$ cat config.mk
export PLATFORM = sky130hd
export DESIGN_NAME = mem_port_arbiter_flat
export DESIGN_NICKNAME = d
export VERILOG_FILES = /design/src/rtl/mem_port_arbiter_pkg.sv /design/src/rtl/mem_port_arbiter_if.sv /design/src/rtl/mem_port_arbiter_pick.sv /design/src/rtl/mem_port_arbiter.sv /design/src/flat_wrapper.sv
export SDC_FILE = /design/constraint.sdc
export NUM_CORES = 1
export LEC_CHECK = 0
export CORE_AREA = 5 5 190 192
export DETAILED_ROUTE_END_ITERATION = 6
export DIE_AREA = 0 0 195 197
export HOLD_SLACK_MARGIN = 0.1
export PLACE_DENSITY = 0.71
export SYNTH_ARGS = -nofsm -noshare
export SYNTH_HDL_FRONTEND = slang
export SYNTH_SLANG_ARGS = --single-unit
$ cat constraint.sdc
create_clock -name clk -period 4.95 [get_ports clk]
set_input_delay 0.99 -clock clk [delete_from_list [all_inputs] [get_ports clk]]
set_output_delay 0.99 -clock clk [all_outputs]
set_load 0.05 [all_outputs]
$ cat src/rtl/mem_port_arbiter_pkg.sv
`default_nettype none
// +--------------------------------------------------------------------+
// | mem_arb_pkg : shared types and constants for mem_port_arbiter       |
// | Rev 1.0                                                            |
// +--------------------------------------------------------------------+
package mem_arb_pkg;

    typedef enum logic [1:0] {
        IDLE    = 2'd0,
        BUSY_IF = 2'd1,
        BUSY_DM = 2'd2
    } state_t;

    typedef enum logic {
        SRC_IF = 1'b0,
        SRC_DM = 1'b1
    } src_t;

    // Width of the starvation counter; holds MAX_WAIT up to 15.
    localparam int WAIT_W = 4;

    // Pick the 32-bit instruction word out of a 64-bit memory doubleword.
    function automatic logic [31:0] sel_word(input logic [63:0] i_dword,
                                             input logic        i_hi);
        return i_hi ? i_dword[63:32] : i_dword[31:0];
    endfunction

endpackage
`default_nettype wire

$ cat src/rtl/mem_port_arbiter_if.sv
`default_nettype none
// +--------------------------------------------------------------------+
// | mem_port_arbiter_if : IF/DM requester and memory-side bus bundle    |
// | Rev 1.0                                                            |
// +--------------------------------------------------------------------+
interface mem_port_arbiter_if #(
    parameter int ADDR_W = 64,
    parameter int DATA_W = 64
);
    // Instruction-fetch requester
    logic              if_req;
    logic [ADDR_W-1:0] if_addr;
    logic              if_gnt;
    logic              if_valid;
    logic [31:0]       if_rdata;

    // Data-memory requester
    logic              dm_req;
    logic              dm_we;
    logic [ADDR_W-1:0] dm_addr;
    logic [DATA_W-1:0] dm_wdata;
    logic              dm_gnt;
    logic              dm_valid;
    logic [DATA_W-1:0] dm_rdata;

    // Unified memory port
    logic              mem_req;
    logic              mem_we;
    logic [ADDR_W-1:0] mem_addr;
    logic [DATA_W-1:0] mem_wdata;
    logic              mem_ready;
    logic [DATA_W-1:0] mem_rdata;

    // Pipeline hold controls
    logic              stall_if;
    logic              stall_mem;

    // Arbiter view
    modport slave (
        input  if_req, if_addr,
        output if_gnt, if_valid, if_rdata,
        input  dm_req, dm_we, dm_addr, dm_wdata,
        output dm_gnt, dm_valid, dm_rdata,
        output mem_req, mem_we, mem_addr, mem_wdata,
        input  mem_ready, mem_rdata,
        output stall_if, stall_mem
    );

    // Requesters plus memory view
    modport master (
        output if_req, if_addr,
        input  if_gnt, if_valid, if_rdata,
        output dm_req, dm_we, dm_addr, dm_wdata,
        input  dm_gnt, dm_valid, dm_rdata,
        input  mem_req, mem_we, mem_addr, mem_wdata,
        output mem_ready, mem_rdata,
        input  stall_if, stall_mem
    );

endinterface
`default_nettype wire

$ cat src/rtl/mem_port_arbiter_pick.sv
`default_nettype none
// +--------------------------------------------------------------------+
// | mem_arb_pick : combinational IF/DM winner selection                 |
// | Rev 1.0                                                            |
// +--------------------------------------------------------------------+
module mem_arb_pick
    import mem_arb_pkg::*;
#(
    parameter int MAX_WAIT = 4
) (
    input  logic              i_if_req,
    input  logic              i_dm_req,
    input  logic [WAIT_W-1:0] i_starve_cnt,
    output src_t              o_winner,
    output logic              o_gnt_vld
);

    localparam logic [WAIT_W-1:0] C_MAX_WAIT = WAIT_W'(MAX_WAIT);

    logic w_if_forced;

    // IF only beats a pending DM once DM has used up its run of wins.
    assign w_if_forced = (i_starve_cnt == C_MAX_WAIT);

    always_comb begin
        o_winner  = SRC_DM;
        o_gnt_vld = i_if_req | i_dm_req;
        if (i_if_req && (!i_dm_req || w_if_forced)) begin
            o_winner = SRC_IF;
        end
    end

endmodule
`default_nettype wire

$ cat src/rtl/mem_port_arbiter.sv
`default_nettype none
// +--------------------------------------------------------------------+
// | mem_port_arbiter : shares one memory port between IF and DM        |
// | Rev 1.0                                                            |
// +--------------------------------------------------------------------+
module mem_port_arbiter
    import mem_arb_pkg::*;
#(
    parameter int ADDR_W   = 64,
    parameter int DATA_W   = 64,
    parameter int MAX_WAIT = 4
) (
    input  logic              clk,
    input  logic              rst_n,
    mem_port_arbiter_if.slave bus
);

    localparam logic [WAIT_W-1:0] C_MAX_WAIT = WAIT_W'(MAX_WAIT);

    state_t              r_state;
    state_t              w_state_nxt;
    src_t                w_winner;
    logic                w_gnt_vld;
    logic                w_arb_pt;
    logic                w_take;
    logic                w_take_if;
    logic                w_take_dm;
    logic                w_done_if;
    logic                w_done_dm;

    logic [WAIT_W-1:0]   r_starve_cnt;
    logic [ADDR_W-1:0]   r_mem_addr;
    logic [DATA_W-1:0]   r_mem_wdata;
    logic                r_mem_we;
    logic                r_if_hi;
    logic                r_if_gnt;
    logic                r_dm_gnt;
    logic                r_if_valid;
    logic                r_dm_valid;
    logic [31:0]         r_if_rdata;
    logic [DATA_W-1:0]   r_dm_rdata;

    logic                w_unused_bits;

    mem_arb_pick #(
        .MAX_WAIT     (MAX_WAIT)
    ) u_pick (
        .i_if_req     (bus.if_req),
        .i_dm_req     (bus.dm_req),
        .i_starve_cnt (r_starve_cnt),
        .o_winner     (w_winner),
        .o_gnt_vld    (w_gnt_vld)
    );

    // A completion cycle doubles as the next arbitration point (no bubble).
    assign w_arb_pt  = (r_state == IDLE) | bus.mem_ready;
    assign w_take    = w_arb_pt & w_gnt_vld;
    assign w_take_if = w_take & (w_winner == SRC_IF);
    assign w_take_dm = w_take & (w_winner == SRC_DM);
    assign w_done_if = (r_state == BUSY_IF) & bus.mem_ready;
    assign w_done_dm = (r_state == BUSY_DM) & bus.mem_ready;

    always_ff @(posedge clk or negedge rst_n) begin
        if (!rst_n) begin
            r_state <= IDLE;
        end else begin
            r_state <= w_state_nxt;
        end
    end

    always_comb begin
        w_state_nxt = r_state;
        if (w_arb_pt) begin
            if (!w_gnt_vld) begin
                w_state_nxt = IDLE;
            end else if (w_winner == SRC_IF) begin
                w_state_nxt = BUSY_IF;
            end else begin
                w_state_nxt = BUSY_DM;
            end
        end
    end

    always_ff @(posedge clk or negedge rst_n) begin
        if (!rst_n) begin
            r_mem_addr  <= '0;
            r_mem_wdata <= '0;
            r_mem_we    <= 1'b0;
            r_if_hi     <= 1'b0;
            r_if_gnt    <= 1'b0;
            r_dm_gnt    <= 1'b0;
            r_if_valid  <= 1'b0;
            r_dm_valid  <= 1'b0;
            r_if_rdata  <= '0;
            r_dm_rdata  <= '0;
        end else begin
            r_if_gnt   <= w_take_if;
            r_dm_gnt   <= w_take_dm;
            r_if_valid <= w_done_if;
            r_dm_valid <= w_done_dm;

            if (w_done_if) begin
                r_if_rdata <= sel_word(bus.mem_rdata[63:0], r_if_hi);
            end
            // r_mem_we still describes the access that is finishing here.
            if (w_done_dm && !r_mem_we) begin
                r_dm_rdata <= bus.mem_rdata;
            end

            if (w_take_if) begin
                r_mem_addr <= {bus.if_addr[ADDR_W-1:3], 3'b000};
                r_mem_we   <= 1'b0;
                r_if_hi    <= bus.if_addr[2];
            end else if (w_take_dm) begin
                r_mem_addr  <= {bus.dm_addr[ADDR_W-1:3], 3'b000};
                r_mem_we    <= bus.dm_we;
                r_mem_wdata <= bus.dm_wdata;
            end else if (w_arb_pt) begin
                r_mem_we <= 1'b0;
            end
        end
    end

    // Run length of DM wins while IF sits waiting.
    always_ff @(posedge clk or negedge rst_n) begin
        if (!rst_n) begin
            r_starve_cnt <= '0;
        end else if (!bus.if_req || w_take_if) begin
            r_starve_cnt <= '0;
        end else if (w_take_dm && (r_starve_cnt != C_MAX_WAIT)) begin
            r_starve_cnt <= r_starve_cnt + 1'b1;
        end
    end

    assign bus.mem_req   = (r_state != IDLE);
    assign bus.mem_we    = r_mem_we;
    assign bus.mem_addr  = r_mem_addr;
    assign bus.mem_wdata = r_mem_wdata;
    assign bus.if_gnt    = r_if_gnt;
    assign bus.dm_gnt    = r_dm_gnt;
    assign bus.if_valid  = r_if_valid;
    assign bus.dm_valid  = r_dm_valid;
    assign bus.if_rdata  = r_if_rdata;
    assign bus.dm_rdata  = r_dm_rdata;
    assign bus.stall_if  = bus.if_req & ~r_if_valid;
    assign bus.stall_mem = bus.dm_req & ~r_dm_valid;

    // Sub-doubleword address bits never reach the memory.
    assign w_unused_bits = ^{bus.if_addr[1:0], bus.dm_addr[2:0]};

endmodule
`default_nettype wire

$ cat src/flat_wrapper.sv
// flat-port wrapper written by rule: the top's interface ports become plain ports
module mem_port_arbiter_flat import mem_arb_pkg::*;
#(
    parameter int ADDR_W   = 64,
    parameter int DATA_W   = 64,
    parameter int MAX_WAIT = 4
)
  (clk, rst_n, bus_if_req, bus_if_addr, bus_if_gnt, bus_if_valid, bus_if_rdata, bus_dm_req, bus_dm_we, bus_dm_addr, bus_dm_wdata, bus_dm_gnt, bus_dm_valid, bus_dm_rdata, bus_mem_req, bus_mem_we, bus_mem_addr, bus_mem_wdata, bus_mem_ready, bus_mem_rdata, bus_stall_if, bus_stall_mem);
  mem_port_arbiter_if #(.ADDR_W(ADDR_W), .DATA_W(DATA_W)) bus_i ();
  input  logic clk;
  input  logic rst_n;
  input wire logic [$bits(bus_i.if_req)-1:0] bus_if_req;
  input wire logic [$bits(bus_i.if_addr)-1:0] bus_if_addr;
  output wire logic [$bits(bus_i.if_gnt)-1:0] bus_if_gnt;
  output wire logic [$bits(bus_i.if_valid)-1:0] bus_if_valid;
  output wire logic [$bits(bus_i.if_rdata)-1:0] bus_if_rdata;
  input wire logic [$bits(bus_i.dm_req)-1:0] bus_dm_req;
  input wire logic [$bits(bus_i.dm_we)-1:0] bus_dm_we;
  input wire logic [$bits(bus_i.dm_addr)-1:0] bus_dm_addr;
  input wire logic [$bits(bus_i.dm_wdata)-1:0] bus_dm_wdata;
  output wire logic [$bits(bus_i.dm_gnt)-1:0] bus_dm_gnt;
  output wire logic [$bits(bus_i.dm_valid)-1:0] bus_dm_valid;
  output wire logic [$bits(bus_i.dm_rdata)-1:0] bus_dm_rdata;
  output wire logic [$bits(bus_i.mem_req)-1:0] bus_mem_req;
  output wire logic [$bits(bus_i.mem_we)-1:0] bus_mem_we;
  output wire logic [$bits(bus_i.mem_addr)-1:0] bus_mem_addr;
  output wire logic [$bits(bus_i.mem_wdata)-1:0] bus_mem_wdata;
  input wire logic [$bits(bus_i.mem_ready)-1:0] bus_mem_ready;
  input wire logic [$bits(bus_i.mem_rdata)-1:0] bus_mem_rdata;
  output wire logic [$bits(bus_i.stall_if)-1:0] bus_stall_if;
  output wire logic [$bits(bus_i.stall_mem)-1:0] bus_stall_mem;
  assign bus_i.if_req = bus_if_req;
  assign bus_i.if_addr = bus_if_addr;
  assign bus_if_gnt = bus_i.if_gnt;
  assign bus_if_valid = bus_i.if_valid;
  assign bus_if_rdata = bus_i.if_rdata;
  assign bus_i.dm_req = bus_dm_req;
  assign bus_i.dm_we = bus_dm_we;
  assign bus_i.dm_addr = bus_dm_addr;
  assign bus_i.dm_wdata = bus_dm_wdata;
  assign bus_dm_gnt = bus_i.dm_gnt;
  assign bus_dm_valid = bus_i.dm_valid;
  assign bus_dm_rdata = bus_i.dm_rdata;
  assign bus_mem_req = bus_i.mem_req;
  assign bus_mem_we = bus_i.mem_we;
  assign bus_mem_addr = bus_i.mem_addr;
  assign bus_mem_wdata = bus_i.mem_wdata;
  assign bus_i.mem_ready = bus_mem_ready;
  assign bus_i.mem_rdata = bus_mem_rdata;
  assign bus_stall_if = bus_i.stall_if;
  assign bus_stall_mem = bus_i.stall_mem;
  mem_port_arbiter #(.ADDR_W(ADDR_W), .DATA_W(DATA_W), .MAX_WAIT(MAX_WAIT)) u_core (.clk(clk), .rst_n(rst_n), .bus(bus_i));
endmodule
# After elaboration in Yosys (flattened, before gate mapping)
# Cells that the tools add are included.
dict set report classes {
  reduce_logical 14
  eq_ne 4
  bitwise 12
  div_mod_pow 0
  n_shift 0
  n_addsub 1
  n_mul 0
  n_mux 11
  order_cmp 0
}
# op count
set op_table {}
lappend op_table {{$mux W64} 2}
lappend op_table {{$mux W32} 1}
lappend op_table {{$mux W4} 2}
lappend op_table {{$and A1 B1 Y1} 7}
lappend op_table {{$reduce_bool A2 Y1} 3}
lappend op_table {{$add A4 B1 Y4 const B} 1}
lappend op_table {{$eq A4 B3 Y1 const B} 1}
lappend op_table {{$mux W1} 4}
lappend op_table {{$mux W2} 2}
lappend op_table {{$ne A4 B3 Y1 const B} 1}
lappend op_table {{$logic_and A1 B1 Y1} 3}
lappend op_table {{$logic_not A1 Y1} 3}
lappend op_table {{$not A1 Y1} 3}
lappend op_table {{$reduce_bool A3 Y1} 1}
lappend op_table {{$eq A2 B1 Y1 const B} 1}
lappend op_table {{$eq A2 B2 Y1 const B} 1}
lappend op_table {{$logic_not A2 Y1} 1}
lappend op_table {{$logic_or A1 B1 Y1} 2}
lappend op_table {{$or A1 B1 Y1} 2}
lappend op_table {{$reduce_and A2 Y1} 1}
dict set report totals {
  ram_bits 0
  n_memories 0
  latch_bits 0
  out_inout_bits 232
  reg_bits 236
  rom_bits 0
}

# Depth between registers and ports, before layout
dict set report depth {
  depth_word 8
  depth_mapped 8
  depth_no_buf 5
}

# By module
# From an unflattened synthesis, not the netlist that was laid out.
dict set report unflattened {
  hier_cells 760
  area_unflattened_um2 10412.5
}
# mod seq_area_each_um2 cells_each instances area_each_um2
set modules_own_cells {}
lappend modules_own_cells {mem_port_arbiter 5830.6 756 1 10382.5}
lappend modules_own_cells {mem_arb_pick 0.0 4 1 30.0}

# Least setup slack after synthesis
# OpenSTA, ideal clock, no wires.
dict set report synth_timing {
  kind {in2out}
  from {input port bus_dm_req}
  to {output port bus_stall_mem}
  t_arrival_ns 2.268
  slack_ns 1.692
  stages 4
  path_cell_list {clkbuf_1 -> clkinv_1 -> clkbuf_1 -> nor2_1}
}
dict set report synth_between {
  elab_chain_len 1
}
# element line_no
set synth_lines {}
lappend synth_lines {{start, declared} flat_wrapper.sv:17} ;# input wire logic [$bits(bus_i.dm_req)-1:0] bus_dm_req;
lappend synth_lines {{$and A1 B1 Y1} mem_port_arbiter.sv:146} ;# assign bus.stall_mem = bus.dm_req & ~r_dm_valid;
lappend synth_lines {{end, declared} flat_wrapper.sv:31} ;# output wire logic [$bits(bus_i.stall_mem)-1:0] bus_stall_mem;
# No other way between the ends.

# Worst setup path after layout
dict set report layout_timing {
  from {input port bus_if_req}
  to {output port bus_stall_if}
}
dict set report layout_between {
  elab_chain_len 1
}
# element line_no
set layout_lines {}
lappend layout_lines {{start, declared} flat_wrapper.sv:12} ;# input wire logic [$bits(bus_i.if_req)-1:0] bus_if_req;
lappend layout_lines {{$and A1 B1 Y1} mem_port_arbiter.sv:145} ;# assign bus.stall_if = bus.if_req & ~r_if_valid;
lappend layout_lines {{end, declared} flat_wrapper.sv:30} ;# output wire logic [$bits(bus_i.stall_if)-1:0] bus_stall_if;
# No other way between the ends.

==> flow_metrics.tcl <==
set metrics [dict create \
    status "completed" \
    hold_viol_final 0 \
    multi_input_area_sq_mm 0.00364 \
    setup_tns_ns 0 \
    postCtsSetupBuffers 0 \
    gp_congestion 0.833 \
    yosysTopAreaCellShare 0.595 \
    drt_iter0_drc 296 \
    dp_hpwl_mm 24.8 \
    die_x_microns 195 \
    antenna_found_initial 1 \
    p_per_area_mw_per_mm2 513 \
    dp_slack_ns 1.39 \
    htree_num_levels 1 \
    fin_skew_ns 0.0108 \
    synth_edf_count 0 \
    crit_path_max_fanout 6 \
    setup_viol 0 \
    finalMaxSlewViolations 0 \
    syn2layout_area_growth_pct 62.6 \
    relSlewSlack 0.308 \
    n_antenna_cell 0 \
    peakVddDrop_mv 0.412 \
    clock-root-buffer "clkbuf_16" \
    grt_overflow 0 \
    critPathLaunch "bus_if_req" \
    synthArstFlopShare 1.00 \
    synth_largest_area_cell "dfrtp_1" \
    critical_path_class "primary input to output pin" \
    fmax_mhz 300 \
    wl_per_cell_microns 20.3 \
    dp.cells 1648 \
    port-buffer-count 485 \
    clk_latency_ns 0.53 \
    syn_area_sq_mm 0.00980 \
    synth_seq_area_share 0.595 \
    cts_hold_buf 0 \
    synth_warnings 0 \
    seq_area_sq_mm 0.00583 \
    power.leakage_nw 6.53 \
    start_util 0.287 \
    dieHeight_microns 197 \
    cts_resized 0 \
    hp-start "u_core.bus.if_rdata[16]$_DFFE_PN0P_" \
    period_minus_slack_ns 3.33 \
    cts_buffer_depth 3 \
    postSynthCellCount 760 \
    holdCritPathClass "flop to flop" \
    cts.clk_slew.worst_paths_ns 0.06 \
    dr_total_vias 8142 \
    crit_required_ns 3.96 \
    fin_area_sq_mm 0.0159 \
    rsz0062_at_grt "false" \
    synth-seq-cells 233 \
    drive_above_1_share 0.154 \
    route.detailed.drc 0 \
    wirelength_mm 34.5 \
    drtPass1Iterations 5 \
    die_area_sq_mm 0.0384 \
    io_pins 494 \
    cts_tree "yes" \
    tightest_slew_ns 1.04 \
    setup_ws_ns 1.62 \
    r2r_start "u_core.r_starve_cnt[0]$_DFFE_PN0P_" \
    worst_ep_arrival_time_ns 2.34 \
    ant_nets 0 \
    grt_pass1_wl_mm 52.8 \
    postPlaceCellArea_sq_mm 0.0150 \
    grt_use_total 0.171 \
    cts_buffers 27 \
    final_cells 1697 \
    row_count 68 \
    fin_crit_sh 0.673 \
    fin_nets 1486 \
    synth_cell_types 38 \
    grt_max_degree 112 \
    ys.flop_type "dfrtp_1" \
    coreArea_sq_mm 0.0342 \
    end_kind "output pin" \
    startpoint_type "primary input" \
    ys_top_cells_by_area "dfrtp_1 59%, mux2_2 14%, mux2i_1 3.3%, a221o_1 3.1%, o211ai_1 2.4%" \
    cts.sinks 233 \
    syn_avg_cell_area_sq_um 12.9 \
    drv_cap 0 \
    nFillCells 3174 \
    first_global_vias 8866 \
    vias_per_cell 4.80 \
]
## sequential cells by signal (all words and copies together), names as in the netlist, 2 cells and up
register,flops
u_core.bus.if_rdata,32
u_core.r_starve_cnt,4
u_core.bus.mem_wdata,64
u_core.bus.dm_rdata,64
u_core.bus.mem_addr,61
u_core.r_state,2
## through the flow
stage / power [mW] / hold WS, ns / utilization
after floorplan: 4.82 / 0.520 / -
after global placement: 6.22 / 0.464 / 0.440
after detailed placement: 6.25 / 0.470 / 0.440
after CTS: 8.27 / 0.483 / 0.466
after global routing: 8.53 / 0.507 / 0.466
final: 8.17 / 0.477 / 0.466
## area by class of cell
cell class / instances / area share
clock buffer: 42 / 0.0510
inverter: 6 / 0.00141
multi-input combinational: 452 / 0.229
timing repair buffer: 502 / 0.313
sequential: 233 / 0.366
tap: 455 / 0.0357
clock inverter: 7 / 0.00440
## routing by layer
layer | vias to the layer above | global-route usage | routed length (microns)
met5 | - | 0 | 8
met4 | 2 | 0.0499 | 991
met3 | 63 | 0.0643 | 3400
met2 | 375 | 0.290 | 17000
met1 | 3981 | 0.203 | 13100
li1 | 3721 | - | -
## cells in the final DEF (no fill, tap or decap), drive strengths merged, types with 2 or more instances in the layout
cell	n
a31oi	32
inv	7
conb	3
mux2	129
clkdlybuf4s50	482
nand4	3
mux2i	32
o21ai	32
nand3	34
or2	2
o211ai	31
nand3b	2
ha	2
a21oi	35
a21boi	30
clkbuf	42
buf	20
nand2b	2
a21o	2
clkinv	4
nor2b	2
a221o	30
nor2	3
dfrtp	233
nand2	36
## critical path: stages
cell             delay, ns
clkdlybuf4s50_1       0.70
inv_1                 0.26
nor2_1                0.17
buf_4                 0.21
## power breakdown
part / leakage (nW) / internal (mW) / switching (mW)
clock: 0.434 / 1.18 / 0.790
sequential: 2.78 / 2.36 / 0.267
combinational: 3.31 / 1.29 / 2.28
## synthesized netlist by cell type (25+ instances only)
master and count:
a21boi_0 30, mux2_2 119, nand3_1 34, o21ai_0 32, buf_2 25, mux2i_1 32
a221o_1 30, clkbuf_1 39, a31oi_1 32, dfrtp_1 233, o211ai_1 31, nand2_1 36
a21oi_1 34
## worst paths after layout
check,to,slack [ns],cells after the start
max reg2reg,u_core.bus.mem_wdata[55]$_DFFE_PN0P_,2.34,6
min,u_core.bus.if_rdata[16]$_DFFE_PN0P_,0.48,2
max in group asynchronous,u_core.bus.dm_rdata[16]$_DFFE_PN0P_,3.18,2
max,bus_stall_if,1.62,4
min reg2reg,u_core.bus.if_rdata[16]$_DFFE_PN0P_,0.48,2
min in group asynchronous,u_core.bus.dm_rdata[2]$_DFFE_PN0P_,0.52,1
## cells by family after synthesis
logic type	after synthesis	synth area share
buf+inv	77	0.0369
mux	161	0.181
simple gates	89	0.0462
fa+ha+maj	2	0.00255
flops	233	0.595
compound gates	197	0.138
other cells	1	0.000383
No activity file was read; power rests on OpenSTA's default activity.
